File: src/rtl/renkon_winbuf_pkg.sv
// Shared state encodings, default widths and flat window-bus indexing for renkon_winbuf.
package renkon_winbuf_pkg;

  localparam int DWIDTH_DEF = 16;
  localparam int LWIDTH_DEF = 10;
  localparam int FWIDTH_DEF = 3;
  localparam int MAXFIL_DEF = 5;
  localparam int AWIDTH_DEF = 5;

  typedef enum logic [1:0] {
    S_IDLE   = 2'd0,
    S_CHARGE = 2'd1,
    S_ACTIVE = 2'd2
  } state_t;

  // Bit offset of window element (r,c) on the flat bus; r=0 oldest row, c=0 leftmost column.
  function automatic int win_idx(input int r, input int c, input int maxfil, input int dwidth);
    return (r * maxfil + c) * dwidth;
  endfunction

endpackage

File: src/rtl/renkon_mem_winbuf.sv
// One line bank: single-port RAM, synchronous write, registered read (1 cycle).
// Contents are never reset; every frame rewrites each row before it is used.
module renkon_mem_winbuf
  import renkon_winbuf_pkg::*;
#(
  parameter int DWIDTH = DWIDTH_DEF,
  parameter int AWIDTH = AWIDTH_DEF
) (
  input  logic              clk,
  input  logic              i_we,
  input  logic [AWIDTH-1:0] i_addr,
  input  logic [DWIDTH-1:0] i_wdat,
  output logic [DWIDTH-1:0] o_rdat
);

  logic [DWIDTH-1:0] r_mem [2**AWIDTH];
  logic [DWIDTH-1:0] r_rdat;

  always_ff @(posedge clk) begin
    if (i_we) begin
      r_mem[i_addr] <= i_wdat;
    end
    r_rdat <= r_mem[i_addr];
  end

  assign o_rdat = r_rdat;

endmodule

File: src/rtl/renkon_winbuf.sv
// Sliding-window line buffer: row-major pixel stream in, FS x FS window out on a flat bus.
// Latency 2 cycles from accept to out_valid; in_valid low stalls input, output has no backpressure.
module renkon_winbuf
  import renkon_winbuf_pkg::*;
#(
  parameter int DWIDTH = DWIDTH_DEF,
  parameter int LWIDTH = LWIDTH_DEF,
  parameter int FWIDTH = FWIDTH_DEF,
  parameter int MAXFIL = MAXFIL_DEF,
  parameter int AWIDTH = AWIDTH_DEF
) (
  input  logic                            clk,
  input  logic                            xrst,
  input  logic                            buf_en,
  input  logic [LWIDTH-1:0]               img_size,
  input  logic [FWIDTH-1:0]               fil_size,
  input  logic                            in_valid,
  input  logic signed [DWIDTH-1:0]        buf_input,
  output logic [MAXFIL*MAXFIL*DWIDTH-1:0] win_out,
  output logic                            out_valid,
  output logic                            frame_done,
  output logic                            busy
);

  localparam int BW = $clog2(MAXFIL + 1);

  state_t r_state, w_state_nx;

  logic [LWIDTH-1:0] r_is, r_col, r_row;
  logic [BW-1:0]     r_fs, r_wbank, r_wbank_d, w_fs_in, w_fs_m1;
  logic [LWIDTH-1:0] w_is_m1, w_fsl_m1, w_fsl_m2;
  logic              w_start, w_acc, w_col_last, w_row_last;

  logic                     r_acc_d, r_wvld_d, r_last_d, r_ov, r_fd;
  logic signed [DWIDTH-1:0] r_pix_d;

  logic [DWIDTH-1:0]        w_rd   [MAXFIL];
  logic signed [DWIDTH-1:0] w_brow [MAXFIL];
  logic signed [DWIDTH-1:0] r_win  [MAXFIL][MAXFIL];

  assign w_start    = buf_en && (r_state == S_IDLE);
  assign w_acc      = in_valid && ((r_state == S_CHARGE) || (r_state == S_ACTIVE));
  assign w_is_m1    = r_is - LWIDTH'(1);
  assign w_fs_m1    = r_fs - BW'(1);
  assign w_fsl_m1   = LWIDTH'(r_fs) - LWIDTH'(1);
  assign w_fsl_m2   = LWIDTH'(r_fs) - LWIDTH'(2);
  assign w_col_last = (r_col == w_is_m1);
  assign w_row_last = (r_row == w_is_m1);

  // Filter edge 0 behaves as 1; anything above the bank count saturates to MAXFIL.
  always_comb begin
    w_fs_in = BW'(MAXFIL);
    if (fil_size == '0) begin
      w_fs_in = BW'(1);
    end else if (int'(fil_size) <= MAXFIL) begin
      w_fs_in = BW'(fil_size);
    end
  end

  always_ff @(posedge clk or negedge xrst) begin
    if (!xrst) begin
      r_state <= S_IDLE;
    end else begin
      r_state <= w_state_nx;
    end
  end

  always_comb begin
    w_state_nx = r_state;
    case (r_state)
      S_IDLE: begin
        if (buf_en) begin
          w_state_nx = (w_fs_in == BW'(1)) ? S_ACTIVE : S_CHARGE;
        end
      end
      S_CHARGE: begin
        if (w_acc && w_col_last && (r_row == w_fsl_m2)) begin
          w_state_nx = S_ACTIVE;
        end
      end
      S_ACTIVE: begin
        if (w_acc && w_col_last && w_row_last) begin
          w_state_nx = S_IDLE;
        end
      end
      default: w_state_nx = S_IDLE;
    endcase
  end

  always_ff @(posedge clk or negedge xrst) begin
    if (!xrst) begin
      r_is    <= '0;
      r_fs    <= '0;
      r_col   <= '0;
      r_row   <= '0;
      r_wbank <= '0;
    end else if (w_start) begin
      r_is    <= img_size;
      r_fs    <= w_fs_in;
      r_col   <= '0;
      r_row   <= '0;
      r_wbank <= '0;
    end else if (w_acc) begin
      if (w_col_last) begin
        r_col   <= '0;
        r_row   <= r_row + LWIDTH'(1);
        r_wbank <= (r_wbank == w_fs_m1) ? '0 : r_wbank + BW'(1);
      end else begin
        r_col <= r_col + LWIDTH'(1);
      end
    end
  end

  always_ff @(posedge clk or negedge xrst) begin
    if (!xrst) begin
      r_acc_d   <= 1'b0;
      r_pix_d   <= '0;
      r_wbank_d <= '0;
      r_wvld_d  <= 1'b0;
      r_last_d  <= 1'b0;
      r_ov      <= 1'b0;
      r_fd      <= 1'b0;
    end else begin
      r_acc_d   <= w_acc;
      r_pix_d   <= buf_input;
      r_wbank_d <= r_wbank;
      r_wvld_d  <= (r_row >= w_fsl_m1) && (r_col >= w_fsl_m1);
      r_last_d  <= w_col_last && w_row_last;
      r_ov      <= r_acc_d && r_wvld_d;
      r_fd      <= r_acc_d && r_last_d;
    end
  end

  for (genvar b = 0; b < MAXFIL; b++) begin : g_bank
    renkon_mem_winbuf #(
      .DWIDTH(DWIDTH),
      .AWIDTH(AWIDTH)
    ) u_bank (
      .clk   (clk),
      .i_we  (w_acc && (r_wbank == BW'(b))),
      .i_addr(r_col[AWIDTH-1:0]),
      .i_wdat(buf_input),
      .o_rdat(w_rd[b])
    );
  end

  // Window row r comes from the bank just after the one being written, i.e. the oldest row first.
  for (genvar r = 0; r < MAXFIL; r++) begin : g_bsel
    logic [BW:0]   w_sum;
    logic [BW-1:0] w_sel;
    assign w_sum     = {1'b0, r_wbank_d} + (BW+1)'(r + 1);
    assign w_sel     = (w_sum >= {1'b0, r_fs}) ? BW'(w_sum - {1'b0, r_fs}) : w_sum[BW-1:0];
    assign w_brow[r] = w_rd[w_sel];
  end

  for (genvar r = 0; r < MAXFIL; r++) begin : g_row
    for (genvar c = 0; c < MAXFIL; c++) begin : g_col
      localparam int            CN  = (c < MAXFIL - 1) ? c + 1 : c;
      localparam int            IDX = win_idx(r, c, MAXFIL, DWIDTH);
      localparam logic [BW-1:0] RI  = BW'(r);
      localparam logic [BW-1:0] CI  = BW'(c);
      logic signed [DWIDTH-1:0] w_nx;

      always_comb begin
        w_nx = '0;
        if ((RI < r_fs) && (CI < r_fs)) begin
          if (CI != w_fs_m1) begin
            w_nx = r_win[r][CN];
          end else if (RI == w_fs_m1) begin
            w_nx = r_pix_d;
          end else begin
            w_nx = w_brow[r];
          end
        end
      end

      // A draining pixel of the previous frame takes priority over the clear of a new one.
      always_ff @(posedge clk or negedge xrst) begin
        if (!xrst) begin
          r_win[r][c] <= '0;
        end else if (r_acc_d) begin
          r_win[r][c] <= w_nx;
        end else if (w_start) begin
          r_win[r][c] <= '0;
        end
      end

      assign win_out[IDX +: DWIDTH] = r_win[r][c];
    end
  end

  assign out_valid  = r_ov;
  assign frame_done = r_fd;
  assign busy       = (r_state != S_IDLE) || r_acc_d || r_fd;

endmodule

File: config.mk
export PLATFORM = sky130hd
export DESIGN_NAME = renkon_winbuf
export DESIGN_NICKNAME = d
export VERILOG_FILES = /design/src/rtl/renkon_winbuf_pkg.sv /design/src/rtl/renkon_mem_winbuf.sv /design/src/rtl/renkon_winbuf.sv
export SDC_FILE = /design/constraint.sdc
export NUM_CORES = 2
export LEC_CHECK = 0
export ABC_CLOCK_PERIOD_IN_PS = 4019
export BUFFER_PORTS_ARGS = -buffer_cell sky130_fd_sc_hd__buf_2
export CELL_PAD_IN_SITES_DETAIL_PLACEMENT = 1
export CELL_PAD_IN_SITES_GLOBAL_PLACEMENT = 1
export CORE_UTILIZATION = 48
export CTS_BUF_LIST = sky130_fd_sc_hd__clkbuf_4 sky130_fd_sc_hd__clkbuf_8 sky130_fd_sc_hd__clkbuf_16
export DETAILED_ROUTE_END_ITERATION = 16
export PLACE_DENSITY_LB_ADDON = 0.05
export SYNTH_ARGS = -nofsm -noshare
export SYNTH_HDL_FRONTEND = slang
export SYNTH_HIERARCHICAL = 1
export SYNTH_SLANG_ARGS = --single-unit
File: constraint.sdc
create_clock -name clk -period 4.02 [get_ports clk]
set_input_delay 0.804 -clock clk [delete_from_list [all_inputs] [get_ports clk]]
set_output_delay 0.804 -clock clk [all_outputs]
set_load 0.05 [all_outputs]
======== Yosys cells after proc, flatten, opt, wreduce, memory -nomap -nowiden ========
Memories as Yosys holds them, arrays and structs flattened. A register that Yosys moved wholly into a read port is not among the register bits.
Cells that the tools add are included.
storage, ports and cells
  output and inout bits ................... 403
  RAM bits ................................ 2560
  memories kept ........................... 5
  register bits after elaboration ......... 462
operators by class
  magnitude comparators ................... 18
  add/subtract/negate cells ............... 17
  multiplexer cells ....................... 128
  reductions and logical operators ........ 43
  equality and inequality tests ........... 27
  bitwise gates (word level) .............. 5
memories
  memory                  words  width  read ports  clocked after memory_dff  wr ports  RTL line                 RTL
  g_bank[0].u_bank.r_mem  32     16     1           1                         1         renkon_mem_winbuf.sv:16  logic [DWIDTH-1:0] r_mem [2**AWIDTH];
  g_bank[1].u_bank.r_mem  32     16     1           1                         1         renkon_mem_winbuf.sv:16
  g_bank[2].u_bank.r_mem  32     16     1           1                         1         renkon_mem_winbuf.sv:16
  g_bank[3].u_bank.r_mem  32     16     1           1                         1         renkon_mem_winbuf.sv:16
  g_bank[4].u_bank.r_mem  32     16     1           1                         1         renkon_mem_winbuf.sv:16
operator list
  cell                                                                   count
  16-bit 2-to-1 mux                                                      91
  16-bit binary-select mux with 3-bit select                             5
  10-bit 2-to-1 mux                                                      6
  3-bit 2-to-1 mux                                                       11
  10-bit == test                                                         3
  1-bit logical AND                                                      24
  10-bit by 1-bit adder with 10-bit output (second input constant)       2
  10-bit >= comparator                                                   2
  4-bit by 3-bit >= comparator with 1-bit output                         5
  4-bit >= comparator (second input constant)                            5
  3-bit inverter with 4-bit output                                       5
  3-bit inequality test (second input constant)                          5
  3-bit subtractor                                                       5
  2-bit AND reduction                                                    6
  1-bit 2-to-1 mux                                                       10
  10-bit by 1-bit subtractor with 10-bit output (second input constant)  1
  3-bit logical NOT                                                      3
  3-bit by 2-bit adder with 4-bit output (second input constant)         2
  3-bit by 3-bit adder with 4-bit output (second input constant)         2
  2-bit 2-to-1 mux                                                       4
  2-bit nonzero test                                                     4
  2-bit by 3-bit == test with 1-bit output (first input constant)        2
  3-bit by 1-bit == test with 1-bit output (second input constant)       2
  3-bit by 2-bit == test with 1-bit output (second input constant)       2
  other kinds (25)                                                       31

======== Depth between registers and ports, before layout ========
  depth after elaboration ................. 11
  mapped depth ............................ 14

======== Hierarchy ========
The synthesis kept the hierarchy.
modules (own cells, without submodules)
  module                                    area each (um^2)  cells each  instances
  renkon_mem_winbuf (g_bank[2].u_bank ...)  20049.2           1086        3
  renkon_mem_winbuf (g_bank[0].u_bank ...)  20059.2           1086        2
  renkon_winbuf                             24170.7           2383        1

======== Least setup slack after synthesis ========
No wires, ideal clock.
  path type ............................... reg2reg
  start point ............................. reg r_wbank_d[0]
  end point ............................... reg r_win (netlist bit win_out[21])
  setup slack ............................. 0.240 ns
  library setup time ...................... 0.126 ns
  data required time ...................... 3.894 ns
  arrival ................................. 3.654 ns
  stages on the path, launching flop included .. 13
  cell sequence ........................... dfrtp_1 -> clkbuf_1 -> inv_1 -> ha_1 -> fa_1 -> o21a_1 -> o32ai_1 -> buf_2 -> mux2i_1 -> o22ai_1 -> a211oi_1 -> nor3_1 -> a221o_1
on the way
  longest elaborated chain between the ends .. 11
  elaborated cells on any way between the ends .. 12
ends and longest elaborated chain
  item                                                                                       RTL line              RTL
  start, declared                                                                            renkon_winbuf.sv:30   logic [BW-1:0] r_fs, r_wbank, r_wbank_d, w_fs_in, w_fs_m1;
  start signal, assigned                                                                     renkon_winbuf.sv:126  r_wbank_d <= r_wbank;
  3-bit by 1-bit adder with 4-bit output (*)                                                 renkon_winbuf.sv:151  assign w_sum = {1'b0, r_wbank_d} + (BW+1)'(r + 1);
  4-bit by 3-bit >= comparator with 1-bit output / 3-bit subtractor (equally long branches)  renkon_winbuf.sv:152  assign w_sel = (w_sum >= {1'b0, r_fs}) ? BW'(w_sum - {1'b0, r_fs}) : w_sum[BW-1:0];
  3-bit 2-to-1 mux (*)                                                                       renkon_winbuf.sv:152
  3-bit inverter with 4-bit output (implied by the code) (*)                                 renkon_winbuf.sv:153  assign w_brow[r] = w_rd[w_sel];
  16-bit binary-select mux with 3-bit select (*)                                             renkon_winbuf.sv:153
  16-bit 2-to-1 mux (implied by the code) (*) (2 in series)                                  renkon_winbuf.sv:153
  16-bit 2-to-1 mux (*)                                                                      renkon_winbuf.sv:169  end else if (RI == w_fs_m1) begin
  16-bit 2-to-1 mux (*)                                                                      renkon_winbuf.sv:167  if (CI != w_fs_m1) begin
  16-bit 2-to-1 mux (*)                                                                      renkon_winbuf.sv:166  if ((RI < r_fs) && (CI < r_fs)) begin
  16-bit 2-to-1 mux (*)                                                                      renkon_winbuf.sv:181  end else if (r_acc_d) begin
  end signal, assigned by index                                                              renkon_winbuf.sv:182  r_win[r][c] <= w_nx;
  end, declared                                                                              renkon_winbuf.sv:39   logic signed [DWIDTH-1:0] r_win [MAXFIL][MAXFIL];
Every way passes the cells marked *; elsewhere a longest branch is shown, timed or not. The select of a mux whose other input is x is not followed.
A chain may end at the register's enable or synchronous reset.

======== Worst setup path after layout ========
  start point ............................. reg r_wbank_d[0]
  end point ............................... reg r_win (netlist bit win_out[310])
on the way
  longest elaborated chain between the ends .. 11
  elaborated cells on any way between the ends .. 12
ends and longest elaborated chain
  item                                                                                       RTL line
  3-bit by 3-bit adder with 4-bit output (*)                                                 renkon_winbuf.sv:151
  4-bit by 3-bit >= comparator with 1-bit output / 3-bit subtractor (equally long branches)  renkon_winbuf.sv:152
  3-bit 2-to-1 mux (*)                                                                       renkon_winbuf.sv:152
  3-bit inverter with 4-bit output (implied by the code) (*)                                 renkon_winbuf.sv:153
  16-bit binary-select mux with 3-bit select (*)                                             renkon_winbuf.sv:153
  16-bit 2-to-1 mux (implied by the code) (*) (2 in series)                                  renkon_winbuf.sv:153
  16-bit 2-to-1 mux (*)                                                                      renkon_winbuf.sv:169
  16-bit 2-to-1 mux (*)                                                                      renkon_winbuf.sv:167
  16-bit 2-to-1 mux (*)                                                                      renkon_winbuf.sv:166
  16-bit 2-to-1 mux (*)                                                                      renkon_winbuf.sv:181
Marked as above.

==> run summary <==
Io pins -> 436
Drt wl/cell -> 34.5 microns
Largest delay contributor family on the critical path -> compound AO/OA/AOI/OAI gates
Post-Place Setup Slack -> -0.0424 ns
Primary FF master, synth -> edfxtp_1
R2R Setup Slk -> 0.20 ns
Largest net degree at the start of global routing -> 125
CTS tree -> yes
Rel. slew slack -> 0.208
Vias per inst -> 6.33
Core Util, Final -> 0.562
Num CTS Buffers -> 343
Initial Util -> 0.483
Vias -> 77945
DRC -> 0
Setup crit end kind -> flip-flop
DR pass1 iterations -> 6
Netlist cell types -> 83
Critical path depth -> 11
P_sw -> 34.2 mW
Reg2Reg Depth -> 11
Tmin final -> 3.82 ns
Hold Path Class -> in -> reg
DP Area -> 134000 sq um
Hold WS -> 0.104 ns
CTS clk-pin slew, worst paths -> 0.06 ns
Final wirelength -> 424000 microns
Synthesized flop and latch total -> 3102
Worst-path cell chain -> inv_1 -> buf_4 -> ha_1 -> inv_1 -> o21ai_0 -> a21bo_2 -> mux2i_4 -> buf_4 -> mux4_2 -> a221oi_1 -> nor2_1
Register area share after synthesis -> 0.724
Antenna Nets Post-Route -> 0
Pint -> 63.6 mW
Clock sinks -> 3102
Worst slew pin tran -> 1.19 ns
Pleak -> 50.7 nW
Post-Layout Inst Area -> 145000 sq um
RR Endpoint -> win_out[310]
Synthesized area per cell -> 15.9 sq um
Slew Viols, Final -> 0
Fraction of layout cells with a size suffix above 1 -> 0.187
Arr. time, crit path -> 4.58 ns
Worst-Skew Late Latency -> 0.97 ns
Gr usage total -> 0.320
Post-synth EDFFs -> 2560
Most common cell in the netlist -> edfxtp_1
Clk pwr share -> 0.313
Reg2reg start -> r_wbank_d[0]
CP Class -> reg -> reg
Sum of buffers and inverters on the critical path -> 4
Ys async rst share -> 0.149
Max FO, Critical Path -> 16
Ratio of total power to cell area -> 676 nW/um^2
Row count -> 186
Cell taking the most area after synthesis -> edfxtp_1
Vias in the first global route -> 78835
Logic pwr share -> 0.287
Cell count after synthesis -> 7813
CP endpoint -> win_out[310]
Synth warn -> 6
CP Data Required Time -> 4.78 ns
Worst path slowest cell -> mux4_2
Buffers on Ports -> 435
Sw frac -> 0.350
Chip Width -> 511 microns
Hold wc startpoint -> img_size[4]
H-tree Lvls -> 5
Top cells by count, synth -> 2560 x edfxtp_1, 1428 x mux2i_1, 653 x o22ai_1
Area Overhead vs Synth -> 16.3%
Post-synthesis cell area -> 124000 sq um
Finish-stage setup viols -> 0
Setup repair after global routing missed its margin -> no
Clk buf depth -> 4
Chip height -> 511 microns
Period utilisation layout -> 0.950
Nets -> 8756
GP Congestion -> 0.921
DR iter-0 viols -> 8785
Share of the synthesized area in the top cell type -> 0.618
Post-Syn Nets -> 7908
Outcome -> complete, no violations
First-pass GRT wire length -> 599000 microns
Root Buffer -> clkbuf_16
Fin. Hold Viols -> 0
Max_cap viols -> 0
Synth top area cells -> edfxtp_1 62%, mux2i_1 11%, dfrtp_1 9.3%, o22ai_1 3.3%, dfxtp_1 1.3%
Sequential share of power -> 0.400
Final HPWL DP -> 284000 microns
Final setup margin -> 0.200 ns
DIE AREA -> 261000 sq um
Remaining Overflow, GRT -> 0
CP peak stage delay -> 0.54 ns
Initial antenna violation count -> 32
Setup Skew -> 0.0741 ns
Crit. Startpoint -> r_wbank_d[0]
Fmax -> 262 MHz
Core area -> 257000 sq um
Worst Setup Start Kind -> flip-flop
VDD IR max -> 558 uV
## cell type report
cell class / instances / area, sq um
Antenna cell: 9 / 22.5
Clock buffer: 460 / 9720
Clock inverter: 140 / 1150
Fill cell: 23716 / 113000
Inverter: 33 / 124
Multi-Input combinational cell: 4167 / 32000
Sequential cell: 3102 / 90100
Tap cell: 3384 / 4230
Timing Repair Buffer: 1014 / 7340
## power by group through the flow
| stage | Clock [mW] | Sequential, mW | Combinational (mW) |
|---|---|---|---|
| final | 30.6 | 39.1 | 28.1 |
| after global routing | 32.0 | 38.9 | 29.4 |
| after CTS | 31.0 | 38.9 | 27.7 |
| after detailed placement | 0 | 39.6 | 27.6 |
| after global placement | 0 | 39.6 | 27.1 |
| after floorplan | 0 | 39.7 | 15.3 |
## timing repair
action / CTS / global route
hold endpoints to repair: 39 / 0
cloned: 0 / 0
setup buffers: 0 / 7
resized for setup: 1 / 7
endpoints found under the setup margin: 25 / 54
hold buffers: 1 / 0
## worst min-delay path by stage
stage / depth (start not counted) / end
finish: 3 / r_is[4]
CTS: 3 / r_is[4]
floorplan: 0 / r_wbank_d[2]
global placement: 1 / frame_done
global route: 3 / r_is[5]
detailed placement: 1 / frame_done
## per-stage QoR
| stage | std cells | total power, mW | TNS, ns |
|---|---|---|---|
| 2_1_floorplan | 7813 | 55.1 | 0 |
| 3_3_place_gp | 11692 | 66.7 | 0 |
| 3_5_place_dp | 11692 | 67.2 | -0.106 |
| 4_1_cts | 12293 | 97.6 | 0 |
| 5_1_grt | 12303 | 100 | 0 |
| 6_report | 12309 | 97.8 | 0 |
## logic make-up (layout without fill, tap and decap cells)
kind of cell | Yosys count | in the layout | share of synthesized area
other cells | 0 | 9 | 0
xor+xnor | 45 | 45 | 0.00328
mux | 1455 | 1455 | 0.119
buf+inv | 544 | 1647 | 0.0213
flops | 3102 | 3102 | 0.724
simple gates | 1049 | 1049 | 0.0433
compound gates | 1556 | 1556 | 0.0831
fa+ha+maj | 62 | 62 | 0.00654
## tightest hold or removal path, cell delays in order
cell,delay [ns]
buf_2,0.10
nand2_1,0.05
o21ai_0,0.06
## sequential cells by signal, summed over array words and instances (netlist names), 10 cells and up
| signal | count |
|---|---|
| r_is | 10 |
| r_row | 10 |
| win_out | 400 |
| g_bank.u_bank/r_mem | 2560 |
| r_col | 10 |
| g_bank.u_bank/o_rdat | 80 |
| r_pix_d | 16 |
## cell usage in the layout (no fill, tap or decap), types with 80 or more instances in the layout
| cell | n |
|---|---|
| nand2_1 | 334 |
| buf_4 | 522 |
| dfxtp_1 | 80 |
| edfxtp_1 | 2560 |
| nor2_1 | 244 |
| a32oi_1 | 89 |
| nor4_1 | 162 |
| a22o_1 | 84 |
| clkbuf_4 | 87 |
| buf_2 | 418 |
| dfrtp_1 | 457 |
| a22oi_1 | 80 |
| o21ai_0 | 301 |
| o22ai_1 | 653 |
| a21oi_1 | 89 |
| clkbuf_16 | 349 |
| mux2i_1 | 1425 |
## routing by layer
metal	GRT usage	up-vias	wire length, microns
met2	0.501	3410	196000
met5	0	-	54
li1	-	32791	-
met3	0.0497	758	31300
met1	0.447	40978	177000
met4	0.132	8	19700
(Power assumes the default switching activity.)
